===== src/rtl/mem_access_stage_if.sv =====
// Bundles the upstream ALU handshake, data memory bus and writeback/redirect outputs of the
// memory-access stage.
interface mem_access_stage_if #(
  parameter int WIDTH   = 32,
  parameter int REGSIZE = 32
);
  // Upstream (ALU stage)
  logic               valid_in;
  logic               ready_in;
  logic [5:0]         opcode;
  logic [REGSIZE-1:0] alu_result;
  logic               zero_flag;
  logic [REGSIZE-1:0] store_data;
  logic [4:0]         dest_reg;
  logic [WIDTH-1:0]   branch_target;

  // Data memory
  logic               mem_req;
  logic               mem_we;
  logic [WIDTH-1:0]   mem_addr;
  logic [WIDTH-1:0]   mem_wdata;
  logic [WIDTH-1:0]   mem_rdata;
  logic               mem_ack;

  // Writeback and PC redirect
  logic               wb_valid;
  logic               wb_reg_write;
  logic [4:0]         wb_reg;
  logic [REGSIZE-1:0] wb_data;
  logic               branch_taken;
  logic [WIDTH-1:0]   branch_pc;
  logic               mem_error;

  modport master (
    input  valid_in, opcode, alu_result, zero_flag, store_data, dest_reg, branch_target,
           mem_rdata, mem_ack,
    output ready_in, mem_req, mem_we, mem_addr, mem_wdata,
           wb_valid, wb_reg_write, wb_reg, wb_data, branch_taken, branch_pc, mem_error
  );

  modport slave (
    output valid_in, opcode, alu_result, zero_flag, store_data, dest_reg, branch_target,
           mem_rdata, mem_ack,
    input  ready_in, mem_req, mem_we, mem_addr, mem_wdata,
           wb_valid, wb_reg_write, wb_reg, wb_data, branch_taken, branch_pc, mem_error
  );
endinterface


===== src/rtl/mem_access_stage.sv =====
// Memory-access pipeline stage: completes R-type/BEQ/other ops in one DONE cycle and runs
// LW/SW through a bounded-wait memory handshake with alignment and timeout faults.
module mem_access_stage #(
  parameter int WIDTH   = 32,
  parameter int REGSIZE = 32,
  parameter int TIMEOUT = 16
) (
  input logic               clk,
  input logic               rst,
  mem_access_stage_if.master bus
);

  localparam logic [5:0] OpRType = 6'd0;
  localparam logic [5:0] OpLw    = 6'd4;
  localparam logic [5:0] OpSw    = 6'd5;
  localparam logic [5:0] OpBeq   = 6'd6;

  typedef enum logic [1:0] {StIdle, StMemWait, StDone} state_t;

  state_t             r_state;
  logic               r_is_lw;
  logic [4:0]         r_dest;
  logic [4:0]         r_wait_cnt;
  logic               r_mem_req;
  logic               r_mem_we;
  logic [WIDTH-1:0]   r_mem_addr;
  logic [WIDTH-1:0]   r_mem_wdata;
  logic               r_wb_valid;
  logic               r_wb_reg_write;
  logic [4:0]         r_wb_reg;
  logic [REGSIZE-1:0] r_wb_data;
  logic               r_branch_taken;
  logic [WIDTH-1:0]   r_branch_pc;
  logic               r_mem_error;

  logic w_is_mem;
  logic w_misaligned;
  logic w_timeout;

  assign w_is_mem     = (bus.opcode == OpLw) || (bus.opcode == OpSw);
  assign w_misaligned = |bus.alu_result[1:0];
  assign w_timeout    = (r_wait_cnt == 5'(TIMEOUT - 1));

  always_ff @(posedge clk) begin
    if (rst) begin
      r_state        <= StIdle;
      r_is_lw        <= 1'b0;
      r_dest         <= '0;
      r_wait_cnt     <= '0;
      r_mem_req      <= 1'b0;
      r_mem_we       <= 1'b0;
      r_mem_addr     <= '0;
      r_mem_wdata    <= '0;
      r_wb_valid     <= 1'b0;
      r_wb_reg_write <= 1'b0;
      r_wb_reg       <= '0;
      r_wb_data      <= '0;
      r_branch_taken <= 1'b0;
      r_branch_pc    <= '0;
      r_mem_error    <= 1'b0;
    end else begin
      case (r_state)
        StIdle: begin
          if (bus.valid_in) begin
            r_dest   <= bus.dest_reg;
            r_is_lw  <= (bus.opcode == OpLw);
            r_wb_reg <= bus.dest_reg;
            if (w_is_mem && !w_misaligned) begin
              r_state     <= StMemWait;
              r_wait_cnt  <= '0;
              r_mem_req   <= 1'b1;
              r_mem_we    <= (bus.opcode == OpSw);
              r_mem_addr  <= bus.alu_result;
              r_mem_wdata <= bus.store_data;
            end else begin
              r_state    <= StDone;
              r_wb_valid <= 1'b1;
              if (bus.opcode == OpRType) begin
                r_wb_data      <= bus.alu_result;
                r_wb_reg_write <= (bus.dest_reg != 5'd0);
              end else if (w_is_mem) begin
                r_mem_error <= 1'b1;
              end else if (bus.opcode == OpBeq) begin
                r_branch_taken <= bus.zero_flag;
                r_branch_pc    <= bus.branch_target;
              end
            end
          end
        end
        StMemWait: begin
          // Ack takes priority over a timeout reached in the same cycle.
          if (bus.mem_ack) begin
            r_state    <= StDone;
            r_mem_req  <= 1'b0;
            r_wb_valid <= 1'b1;
            if (r_is_lw) begin
              r_wb_data      <= bus.mem_rdata;
              r_wb_reg_write <= (r_dest != 5'd0);
            end
          end else if (w_timeout) begin
            r_state     <= StDone;
            r_mem_req   <= 1'b0;
            r_wb_valid  <= 1'b1;
            r_mem_error <= 1'b1;
          end else begin
            r_wait_cnt <= r_wait_cnt + 5'd1;
          end
        end
        StDone: begin
          r_state        <= StIdle;
          r_wb_valid     <= 1'b0;
          r_wb_reg_write <= 1'b0;
          r_branch_taken <= 1'b0;
          r_mem_error    <= 1'b0;
        end
        default: r_state <= StIdle;
      endcase
    end
  end

  assign bus.ready_in     = (r_state == StIdle);
  assign bus.mem_req      = r_mem_req;
  assign bus.mem_we       = r_mem_we;
  assign bus.mem_addr     = r_mem_addr;
  assign bus.mem_wdata    = r_mem_wdata;
  assign bus.wb_valid     = r_wb_valid;
  assign bus.wb_reg_write = r_wb_reg_write;
  assign bus.wb_reg       = r_wb_reg;
  assign bus.wb_data      = r_wb_data;
  assign bus.branch_taken = r_branch_taken;
  assign bus.branch_pc    = r_branch_pc;
  assign bus.mem_error    = r_mem_error;

endmodule


===== src/flat_wrapper.sv =====
// flat-port wrapper written by rule: the top's interface ports become plain ports
module mem_access_stage_flat 
#(
  parameter int WIDTH   = 32,
  parameter int REGSIZE = 32,
  parameter int TIMEOUT = 16
)
  (clk, rst, bus_valid_in, bus_opcode, bus_alu_result, bus_zero_flag, bus_store_data, bus_dest_reg, bus_branch_target, bus_mem_rdata, bus_mem_ack, bus_ready_in, bus_mem_req, bus_mem_we, bus_mem_addr, bus_mem_wdata, bus_wb_valid, bus_wb_reg_write, bus_wb_reg, bus_wb_data, bus_branch_taken, bus_branch_pc, bus_mem_error);
  mem_access_stage_if #(.WIDTH(WIDTH), .REGSIZE(REGSIZE)) bus_i ();
  input logic clk;
  input logic rst;
  input wire logic [$bits(bus_i.valid_in)-1:0] bus_valid_in;
  input wire logic [$bits(bus_i.opcode)-1:0] bus_opcode;
  input wire logic [$bits(bus_i.alu_result)-1:0] bus_alu_result;
  input wire logic [$bits(bus_i.zero_flag)-1:0] bus_zero_flag;
  input wire logic [$bits(bus_i.store_data)-1:0] bus_store_data;
  input wire logic [$bits(bus_i.dest_reg)-1:0] bus_dest_reg;
  input wire logic [$bits(bus_i.branch_target)-1:0] bus_branch_target;
  input wire logic [$bits(bus_i.mem_rdata)-1:0] bus_mem_rdata;
  input wire logic [$bits(bus_i.mem_ack)-1:0] bus_mem_ack;
  output wire logic [$bits(bus_i.ready_in)-1:0] bus_ready_in;
  output wire logic [$bits(bus_i.mem_req)-1:0] bus_mem_req;
  output wire logic [$bits(bus_i.mem_we)-1:0] bus_mem_we;
  output wire logic [$bits(bus_i.mem_addr)-1:0] bus_mem_addr;
  output wire logic [$bits(bus_i.mem_wdata)-1:0] bus_mem_wdata;
  output wire logic [$bits(bus_i.wb_valid)-1:0] bus_wb_valid;
  output wire logic [$bits(bus_i.wb_reg_write)-1:0] bus_wb_reg_write;
  output wire logic [$bits(bus_i.wb_reg)-1:0] bus_wb_reg;
  output wire logic [$bits(bus_i.wb_data)-1:0] bus_wb_data;
  output wire logic [$bits(bus_i.branch_taken)-1:0] bus_branch_taken;
  output wire logic [$bits(bus_i.branch_pc)-1:0] bus_branch_pc;
  output wire logic [$bits(bus_i.mem_error)-1:0] bus_mem_error;
  assign bus_i.valid_in = bus_valid_in;
  assign bus_i.opcode = bus_opcode;
  assign bus_i.alu_result = bus_alu_result;
  assign bus_i.zero_flag = bus_zero_flag;
  assign bus_i.store_data = bus_store_data;
  assign bus_i.dest_reg = bus_dest_reg;
  assign bus_i.branch_target = bus_branch_target;
  assign bus_i.mem_rdata = bus_mem_rdata;
  assign bus_i.mem_ack = bus_mem_ack;
  assign bus_ready_in = bus_i.ready_in;
  assign bus_mem_req = bus_i.mem_req;
  assign bus_mem_we = bus_i.mem_we;
  assign bus_mem_addr = bus_i.mem_addr;
  assign bus_mem_wdata = bus_i.mem_wdata;
  assign bus_wb_valid = bus_i.wb_valid;
  assign bus_wb_reg_write = bus_i.wb_reg_write;
  assign bus_wb_reg = bus_i.wb_reg;
  assign bus_wb_data = bus_i.wb_data;
  assign bus_branch_taken = bus_i.branch_taken;
  assign bus_branch_pc = bus_i.branch_pc;
  assign bus_mem_error = bus_i.mem_error;
  mem_access_stage #(.WIDTH(WIDTH), .REGSIZE(REGSIZE), .TIMEOUT(TIMEOUT)) u_core (.clk(clk), .rst(rst), .bus(bus_i));
endmodule

===== config.mk =====
export PLATFORM = sky130hd
export DESIGN_NAME = mem_access_stage_flat
export DESIGN_NICKNAME = d
export VERILOG_FILES = /design/src/rtl/mem_access_stage_if.sv /design/src/rtl/mem_access_stage.sv /design/src/flat_wrapper.sv
export SDC_FILE = /design/constraint.sdc
export NUM_CORES = 1
export LEC_CHECK = 0
export ABC_CLOCK_PERIOD_IN_PS = 2200
export CAP_MARGIN = 10
export CORE_MARGIN = 2
export CORE_UTILIZATION = 40
export DETAILED_ROUTE_END_ITERATION = 10
export GPL_TIMING_DRIVEN = 0
export PLACE_DENSITY = 0.8
export SLEW_MARGIN = 20
export SYNTH_ARGS = -nofsm -noshare
export SYNTH_HDL_FRONTEND = slang
export SYNTH_SLANG_ARGS = --single-unit

===== constraint.sdc =====
create_clock -name clk -period 2.2 [get_ports clk]
set_input_delay 0.22 -clock clk [delete_from_list [all_inputs] [get_ports clk]]
set_output_delay 0.22 -clock clk [all_outputs]
set_load 0.01 [all_outputs]

; After elaboration in Yosys (flattened, before gate mapping)
; Cells that the tools add are included.
; W data, S select, Z words.
[word_totals]
wordCells = 104
out_inout_bits = 140
ff_bits = 147
in_bits = 144
[op_classes]
reduce_logical = 22
eq_ne = 20
add_sub_neg = 1
n_bitwise = 3
n_mux = 44
[op_table]
columns = op, n
row1 = $mux W32, 5
row2 = $pmux W32 S2, 1
row3 = $reduce_and A6 Y1, 4
row4 = $mux W1, 23
row5 = $mux W5, 4
row6 = $eq A6 B3 Y1 const B, 3
row7 = $ne A2 B2 Y1 const B, 7
row8 = $ne A2 B1 Y1 const B, 6
row9 = $pmux W5 S2, 1
row10 = $reduce_bool A5 Y1, 2
row11 = $pmux W1 S3, 3
row12 = $mux W2, 4
row13 = $reduce_and A4 Y1, 2
row14 = $reduce_and A7 Y1, 1
row15 = $logic_not A6 Y1, 1
row16 = $add A5 B1 Y5 const B, 1
row17 = $eq A5 B4 Y1 const B, 1
row18 = $reduce_and A5 Y1, 1
row19 = $pmux W1 S2, 2
row20 = $pmux W2 S2, 1
row21 = $reduce_and A2 Y1, 2
row22 = $reduce_bool A2 Y1, 2
row23 = $ne A3 B2 Y1 const B, 1
row24 = $not A1 Y1, 3
row25 = other kinds (9), 9

; Longest topological paths before layout
; Gate-level depths: netlist of run 1.
[logic_depth]
word_depth = 7
mapped_depth = 10
ltp_nobuf = 7

; Least setup slack after synthesis of run 1
; No wires, ideal clock.
[synth_timing]
path_kind = register to register
startpoint = register u_core.r_wait_cnt[0]
endpoint = register u_core.r_wait_cnt[3]
setup_time_ns = 0.087
required_time_ns = 2.113
path_slack_ns = 0.232
stages_incl_launch_ff = 7
arrival_ns = 1.881
path_buffers = 0
cell_sequence = dfxtp_1 ha_1 and3_1 ha_1 nor3b_1 or4b_2 o31ai_1
[synth_via]
elab_chain_len = 4
word_cells_on_any_way = 7
[synth_lines]
columns = element, line_no
row1 = "start, declared", mem_access_stage.sv:23  ; logic [4:0] r_wait_cnt;
row2 = "start signal, assigned", mem_access_stage.sv:106  ; r_wait_cnt <= r_wait_cnt + 5'd1;
row3 = $add A5 B1 Y5, mem_access_stage.sv:106
row4 = $mux W5, mem_access_stage.sv:100  ; end else if (w_timeout) begin
row5 = $mux W5, mem_access_stage.sv:92  ; if (bus.mem_ack) begin
row6 = $pmux W5 S2, mem_access_stage.sv:62  ; case (r_state)
; Several ways; a longest one is shown, not always the timed one. The select of a mux whose other input is x is not followed.
; A chain may end at the register's enable or synchronous reset.

; Worst setup path after layout of run 1
[layout_timing]
startpoint = register u_core.r_wait_cnt[0]
endpoint = register u_core.r_wait_cnt[4]
; The elaborated chain is that of the path after synthesis.

==> flow_summary.yaml, run 1 <==
route:
  drtIter0Drc: 301
  avgRoutedWirePerCell_um: 16.4
  totalWireLength_mm: 19.4
  vias: 6001
  viasPerCell: 5.06
  firstDrtPassIters: 5
  ant_nets: 0
  drc_errors: 0
cts:
  path_clk_slew_ps: 60
  htreeDepth: 4
  root_buffer: "clkbuf_16"
  numCtsBuffers: 17
  cts_sinks: 147
  cts_tree: "built"
  clock_path_buffers: 2
  insertion_delay_ps: 410
timing:
  fin_crit_ps: 2080
  postLayoutSetupSlackWorst_ps: 124
  finalCritPeriodShare_pct: 94.4
  setup_viol: 0
  slew_violations: 0
  slew_headroom_pct: 58.7
  fin_tns_setup_ps: 0
  finalHoldViolCount: 0
  tightest_slew_ps: 619
  max_freq_mhz: 482
  clock_skew_ps: 4.76
floorplan:
  start_util_pct: 41.0
  dieArea_um2: 15200
  die_h_um: 123
  io_pins: 284
  coreArea_um2: 13900
  die_x_um: 123
  num_rows: 43
synth:
  syn-mean-instance-area_um2: 8.23
  async_flop_share_pct: 0
  synth_nets: 842
  ys_types: 43
  synth_seq_cells: 147
  yosys.area.top_type_share_pct: 51.7
  synth-edff-count: 0
  ys_warn_count: 0
  synth_top_area_cell: "dfxtp_1"
  synth_flop_cell: "dfxtp_1"
  syn_area_um2: 5690
  synth.area.top_cells: "dfxtp_1, nand2_1, a21oi_1"
  synthCells: 692
  synth_seq_area_share_pct: 51.7
place:
  port_buffers: 283
  finalWeightedCongestion: 0.851
  place_inst: 1155
  dp_hpwl_mm: 14.5
  pre_cts_ws_ps: -328
layout:
  syn_to_final_growth_pct: 65.5
  finish.net_count: 1145
  diodes: 0
  final_cells: 1186
  drive_above_1_share_pct: 7.55
critical_path:
  startpoint: "u_core.r_wait_cnt[0]"
  crit_path_end_kind: "register"
  worstPathRequired_ps: 2540
  worstPathArrival_ps: 2410
  critPathMaxFanout: 10
  worstSetupPathType: "reg2reg"
  r2r_start: "u_core.r_wait_cnt[0]"
  start_kind: "register"
global_routing:
  grt_pass1_vias: 5723
  antenna_found_initial: 0
  grt_usage_pct: 24.7
  overflow: 0
  grt_pass1_wl_mm: 29.0
  grt_max_degree: 17
pwr:
  ir_worst_vdd_uv: 446
  power.density_nw_per_um2: 665
  power_leakage_nw: 3.31
hold_path:
  hold_start: "bus_store_data[20]"
  hold_class: "in2reg"
outcome:
  status: "finished, final reports clean"
job:
  cap_viol_max_count: 0
-- path summary, 6_finish.rpt --
kind,endpoint,slack (ps),cells after the start
worst min-delay path,u_core.bus.mem_wdata[20],350,3
worst max register to register,u_core.r_wait_cnt[4],120,7
worst min register to register,u_core.bus.mem_addr[24],450,2
worst max-delay path,u_core.r_wait_cnt[4],120,7
-- metrics by stage --
stage | util [%] | total power [mW] | cell area (um^2) | hold WS (ps)
after floorplan | - | 2.98 | 5690 | 356
after global placement | 63.1 | 3.38 | 8750 | 441
after detailed placement | 63.1 | 3.38 | 8750 | 446
after CTS | 67.5 | 6.31 | 9370 | 340
after global routing | 67.9 | 6.48 | 9420 | 360
final | 67.9 | 6.26 | 9420 | 354
-- power by group --
part | internal (mW) | switching, mW
logic | 0.358 | 0.274
registers | 2.69 | 0.0133
clock network | 1.85 | 1.08
-- layout by cell type (no fill, tap or decap), types with 2 or more instances in the layout --
cell type | synthesis | routed
clkdlybuf4s50_1 | 0 | 283
nand2_1 | 204 | 204
dfxtp_1 | 147 | 146
a21oi_1 | 142 | 142
o21a_1 | 33 | 33
o22ai_1 | 32 | 32
clkbuf_1 | 30 | 19
clkbuf_16 | 0 | 17
buf_4 | 7 | 11
nor2_1 | 10 | 10
clkbuf_4 | 0 | 9
o21ai_0 | 8 | 8
buf_2 | 12 | 7
inv_1 | 6 | 6
ha_1 | 6 | 6
buf_6 | 3 | 4
nor2b_1 | 4 | 4
clkinv_2 | 0 | 4
and3_1 | 3 | 3
or3b_2 | 3 | 3
nand2b_1 | 3 | 3
buf_1 | 3 | 3
nand3_1 | 3 | 3
clkbuf_2 | 0 | 3
nor3_1 | 3 | 3
clkinvlp_4 | 0 | 3
clkbuf_8 | 0 | 3
bufinv_16 | 0 | 3
and2_1 | 2 | 2
a21boi_0 | 2 | 2
o31ai_1 | 2 | 2
a31oi_1 | 2 | 2
nand3b_1 | 2 | 2
nand4b_1 | 2 | 2
mux2_2 | 2 | 2
-- Yosys cell counts (4+ instances only) --
master,instances
nand2_1,204
inv_1,6
buf_4,7
o21ai_0,8
dfxtp_1,147
a21oi_1,142
clkbuf_1,30
nor2_1,10
o22ai_1,32
nor2b_1,4
o21a_1,33
buf_2,12
ha_1,6
-- area by class of cell --
| class | instances | area, um^2 |
|---|---|---|
| fillers | 1190 | 4460 |
| flip-flops and latches | 147 | 2940 |
| repair buffers | 285 | 2850 |
| multi-input cells | 484 | 2470 |
| clock buffers | 20 | 467 |
| plain buffers | 54 | 313 |
| well taps | 180 | 225 |
| clock inverters | 10 | 133 |
| inverters | 6 | 22.5 |
-- kinds of logic (layout without fill, tap and decap cells) --
kind of cell,count (synthesis),in the layout,share of synthesized area [%]
flip-flops,147,147,51.7
AO/OA/AOI/OAI,228,228,22.9
adder cells (fa/ha/maj),6,6,1.32
AND/OR/NAND/NOR,248,248,18.6
multiplexers,2,2,0.395
buffers and inverters,61,375,5.14
-- critical path: stages (launching register included) --
cell     delay [ps]
dfxtp_1         330
ha_1            230
and3_1          190
ha_1            200
nor3b_2         220
buf_2           230
or3b_2          460
a21oi_1         150
-- routing by layer --
metal	vias up	wire [um]	global-route usage (%)
met1	2760	7880	28.7
met3	35	1800	8.76
met2	228	9280	41.7
met5	-	0	0
met4	0	463	9.66
li1	2978	-	-
-- timing repair --
action	CTS	global route
gates resized for setup	9	29
hold buffers	0	0
endpoints found under the setup margin	43	99
buffers inserted	0	2
Note: power is estimated with default switching activity, not from simulation.
==> inputs of run 2 (changes only) <==
Settings changed: CELL_PAD_IN_SITES_DETAIL_PLACEMENT set to 1, CELL_PAD_IN_SITES_GLOBAL_PLACEMENT set to 2, CORE_UTILIZATION 40 to 21, PLACE_DENSITY 0.8 to not set, PLACE_DENSITY_LB_ADDON set to 0.1.
==> run 2 against run 1 <==
Compared with the run above: combinational power grew 2%; first-iteration DRC count fell by 21%; critical endpoint unchanged; flip-flop and latch count is the same; non-clock buffer count rose by 1; critical path depth did not move.
==> flow_summary.yaml, run 2 (synthesized netlist as in run 1, its figures left out) <==
outcome:
  status: "finished, final reports clean"
floorplan:
  start_util_pct: 21.2
  coreArea_um2: 26800
  io_pins: 284
  die_h_um: 169
  num_rows: 60
  die_x_um: 169
  dieArea_um2: 28400
hold_path:
  hold_depth: 3
  hold_class: "in2reg"
  hold_start: "bus_branch_target[1]"
  min_to: "u_core.bus.branch_pc[1]"
route:
  drc_errors: 0
  viasPerCell: 4.41
  totalWireLength_mm: 23.5
  ant_nets: 0
  firstDrtPassIters: 4
  drtIter0Drc: 238
  avgRoutedWirePerCell_um: 17.4
  vias: 5960
layout:
  syn_to_final_growth_pct: 69.2
  final_cell_mix: "clkdlybuf4s50_1, nand2_1, dfxtp_1"
  diodes: 0
  n_fill_cell: 3103
  utilization_pct: 36.0
  final_common_cell: "clkdlybuf4s50_1"
  final_area_um2: 9640
  drive_above_1_share_pct: 8.33
  finish.net_count: 1146
cts:
  cts_tree: "built"
  htreeDepth: 4
  path_clk_slew_ps: 70
  numCtsBuffers: 17
  clock_path_buffers: 2
  insertion_delay_ps: 420
  cts_sinks: 147
  root_buffer: "clkbuf_16"
global_routing:
  grt_max_degree: 17
  grt_pass1_wl_mm: 36.3
  antenna_found_initial: 0
  grt_usage_pct: 16.5
  overflow: 0
  grt_pass1_vias: 6197
pwr:
  power.density_nw_per_um2: 647
  combPwrFrac_pct: 10.4
  seqPwrFrac_pct: 43.2
  power_mw: 6.24
  switching_share_pct: 25.4
  pwr-share-clk_pct: 46.4
  power_leakage_nw: 3.32
  p_sw_mw: 1.58
  internal_power_mw: 4.65
  ir_worst_vdd_uv: 344
critical_path:
  crit_path_end_kind: "register"
  worstPathCellList: "ha_2 > and3_1 > ha_1 > nor3b_2 > buf_6 > or3b_2 > a21oi_1"
  cpLargestDelayFamily: "simple AND/OR/NAND/NOR gates"
  worstPathArrival_ps: 2430
  r2r_end: "u_core.r_wait_cnt[4]"
  path_depth: 7
  ff2ff_setup_slack_ps: 110
  start_kind: "register"
  cp_num_buf_inv: 1
  r2r_start: "u_core.r_wait_cnt[0]"
  slowest_delay_ps: 450
  slowest_stage: "or3b_2"
  worstPathRequired_ps: 2540
  reg2reg_depth: 7
  startpoint: "u_core.r_wait_cnt[0]"
  critPathMaxFanout: 10
  worstSetupPathType: "reg2reg"
place:
  dp_hpwl_mm: 17.5
  finalWeightedCongestion: 0.747
  pre_cts_ws_ps: -527
  dpl-instance-area_um2: 8950
  port_buffers: 283
timing:
  finalCritPeriodShare_pct: 94.9
  rsz0062_at_grt: "false"
  fin_crit_ps: 2090
  fin_tns_setup_ps: 0
  postLayoutSetupSlackWorst_ps: 112
  slew_headroom_pct: 56.3
  clock_skew_ps: 15.1
  finalHoldViolCount: 0
  max_freq_mhz: 479
  setup_viol: 0
  slew_violations: 0
  tightest_slew_ps: 655
job:
  cap_viol_max_count: 0
## run 2: changes by cell type in the layout (fill, tap and decap cells not counted), moves of 2 or more
cell / before / now
clkbuf_2: 3 / 11
clkinv_2: 4 / 1
buf_4: 11 / 6
clkbuf_4: 9 / 5
buf_6: 4 / 11
clkbuf_8: 3 / 1
buf_1: 3 / 0
bufinv_16: 3 / 1
inv_6: 0 / 4
## run 2: layout make-up
| type | count | area [um^2] | area share (%) |
|---|---|---|---|
| well taps | 341 | 427 | 4.43 |
| plain buffers | 54 | 349 | 3.62 |
| inverters | 6 | 22.5 | 0.234 |
| multi-input cells | 484 | 2470 | 25.6 |
| flip-flops and latches | 147 | 2940 | 30.6 |
| clock inverters | 12 | 120 | 1.25 |
| repair buffers | 286 | 2860 | 29.6 |
| clock buffers | 20 | 447 | 4.64 |
## run 2: metal layers
metal	part of all wire [%]	routed length [um]	vias up	global-route usage [%]
met2	45	10500	190	26.1
met4	1.1	265	0	4.42
met1	47	11000	2771	21.6
met3	7.3	1720	18	5.33
li1	-	-	2981	-
met5	0	0	-	0
## run 2: worst max path at each step
stage | endpoint | slack [ps]
after CTS | u_core.r_wait_cnt[3] | 2
final | u_core.r_wait_cnt[4] | 110
after detailed placement | u_core.bus.mem_req | -530
after global placement | u_core.bus.mem_addr[31] | -470
after global routing | u_core.r_wait_cnt[2] | 10
after floorplan | u_core.r_wait_cnt[3] | 230
## run 2: per-stage QoR
step	instances	hold slack (ps)
2_1_floorplan	692	356
3_5_place_dp	1316	447
5_1_grt	1350	332
6_report	1350	340
4_1_cts	1348	319
3_3_place_gp	1316	442
## run 2: power groups by stage
stage                     Combinational (mW)  Clock, mW  Sequential [mW]
after floorplan                        0.212          0             2.77
after CTS                              0.655       3.02             2.70
after global placement                 0.651          0             2.76
final                                  0.646       2.89             2.70
after global routing                   0.705       3.14             2.70
after detailed placement               0.649          0             2.76
## run 2: tightest hold or removal path, cell delays in order
cell and delay [ps]:
clkdlybuf4s50_1 390, nand2_1 60, a21oi_1 50
## run 2: repair_timing
item | CTS | global route
resized for setup | 17 | 31
endpoints found under the setup margin | 96 | 128
setup buffers | 1 | 2
pin swaps | 1 | 2
hold buffers | 0 | 0
==> inputs of run 3 (changes only) <==
Settings changed: SETUP_SLACK_MARGIN set to 0.3.
==> run 3 against run 2 <==
Compared with the run above: clock-buffer cell count did not move; core utilization is 1.3 points higher; setup slack better by 220 ps; die area unchanged; clock power fell by 4%; critical path type unchanged; critical endpoint is now u_core.r_wait_cnt[3].
==> flow_summary.yaml, run 3 (synthesized netlist as in run 1, its figures left out) <==
timing:
  clock_skew_ps: 13.4
  fin_crit_ps: 1860
  tightest_slew_ps: 748
  fin_tns_setup_ps: 0
  slew_headroom_pct: 50.2
  rsz0062_at_grt: "true"
  setup_viol: 0
  finalHoldViolCount: 0
  max_freq_mhz: 537
  postLayoutSetupSlackWorst_ps: 336
  finalCritPeriodShare_pct: 84.7
  slew_violations: 0
route:
  ant_nets: 0
  vias: 6076
  totalWireLength_mm: 24.1
  firstDrtPassIters: 4
  drtIter0Drc: 223
  drc_errors: 0
  viasPerCell: 4.45
  avgRoutedWirePerCell_um: 17.6
pwr:
  ir_worst_vdd_uv: 413
  power_mw: 6.16
  power.density_nw_per_um2: 616
  power_leakage_nw: 3.46
floorplan:
  coreArea_um2: 26800
  die_h_um: 169
  die_x_um: 169
  start_util_pct: 21.2
  dieArea_um2: 28400
  num_rows: 60
  io_pins: 284
layout:
  finish.net_count: 1162
  syn_to_final_growth_pct: 75.5
  utilization_pct: 37.3
  diodes: 0
  final_cells: 1366
  final_cell_mix: "clkdlybuf4s50_1, nand2_1, dfxtp_1"
  drive_above_1_share_pct: 13.0
  final_common_cell: "clkdlybuf4s50_1"
critical_path:
  critPathMaxFanout: 3
  r2r_start: "u_core.r_wait_cnt[0]"
  crit_path_frequent_cell: "ha_4"
  r2r_end: "u_core.r_wait_cnt[3]"
  slowest_delay_ps: 490
  worstPathCellList: "ha_4 > and3_4 > ha_4 > nor3b_4 > or4b_4 > o31ai_2"
  start_kind: "register"
  slowest_stage: "or4b_4"
  ff2ff_setup_slack_ps: 340
  worstPathArrival_ps: 2190
  crit_path_end_kind: "register"
  reg2reg_depth: 6
  startpoint: "u_core.r_wait_cnt[0]"
  worstSetupPathType: "reg2reg"
  worstPathRequired_ps: 2530
place:
  place_inst: 1316
  finalWeightedCongestion: 0.731
  port_buffers: 283
  dp_hpwl_mm: 17.5
  pre_cts_ws_ps: -505
hold_path:
  hold_class: "in2reg"
  min_to: "u_core.bus.mem_wdata[8]"
  hold_depth: 3
  hold_start: "bus_store_data[8]"
global_routing:
  overflow: 0
  antenna_found_initial: 0
  grt_max_degree: 17
  grt_pass1_wl_mm: 36.6
  grt_pass1_vias: 6249
  grt_usage_pct: 16.5
job:
  cap_viol_max_count: 0
cts:
  htreeDepth: 4
  numCtsBuffers: 17
  clock_path_buffers: 2
  insertion_delay_ps: 420
  cts_tree: "built"
  cts_sinks: 147
  root_buffer: "clkbuf_16"
  path_clk_slew_ps: 70
outcome:
  status: "finished, final reports clean"
run 3: cell type report:
type                    instances  area [um^2]
multi-input cells             484         2600
clock buffers                  20          447
fillers                      3107        16800
well taps                     341          427
plain buffers                  54          447
inverters                       6         22.5
repair buffers                302         3000
flip-flops and latches        147         2950
clock inverters                12         97.6
run 3: worst max path at each step:
stage	endpoint	slack, ps	cells after the start
after CTS	u_core.bus.wb_data[21]	270	8
final	u_core.r_wait_cnt[3]	340	6
after detailed placement	u_core.bus.mem_addr[31]	-500	7
after floorplan	u_core.bus.mem_addr[10]	260	10
after global placement	u_core.bus.mem_req	-440	5
after global routing	u_core.r_wait_cnt[3]	270	6
run 3: what timing repair did:
action                                 CTS  global route
setup endpoints to repair              144           133
hold buffers                             0             0
gates resized for setup                 69            50
endpoints found under the hold margin    0             0
gates cloned                             0             1
pin swaps                                7             3
setup buffers                           12             6
run 3: routing by layer:
layer	vias to the layer above	track usage, %	routed length (um)
met1	2855	21.7	11300
met5	-	0	0
met4	0	4.20	286
met2	192	26.1	10800
met3	16	5.56	1760
li1	3013	-	-
run 3: where the power goes:
group	leakage, nW	switching, mW	internal [mW]
registers	1.19	0.0146	2.68
clock network	0.246	1.28	1.49
logic	2.03	0.302	0.385
run 3: through the flow:
stage | cell area, um^2 | hold slack, ps
after floorplan | 5700 | 356
after global placement | 8960 | 442
after detailed placement | 8960 | 447
after CTS | 9780 | 324
after global routing | 9990 | 333
final | 9990 | 344
run 3: worst max-delay path, delay by kind of cell, from the launching register on:
kind | cells | cell delay [ps]
AO/OA/AOI/OAI | 1 | 210
flip-flops | 1 | 340
adder cells (fa/ha/maj) | 2 | 330
AND/OR/NAND/NOR | 3 | 890
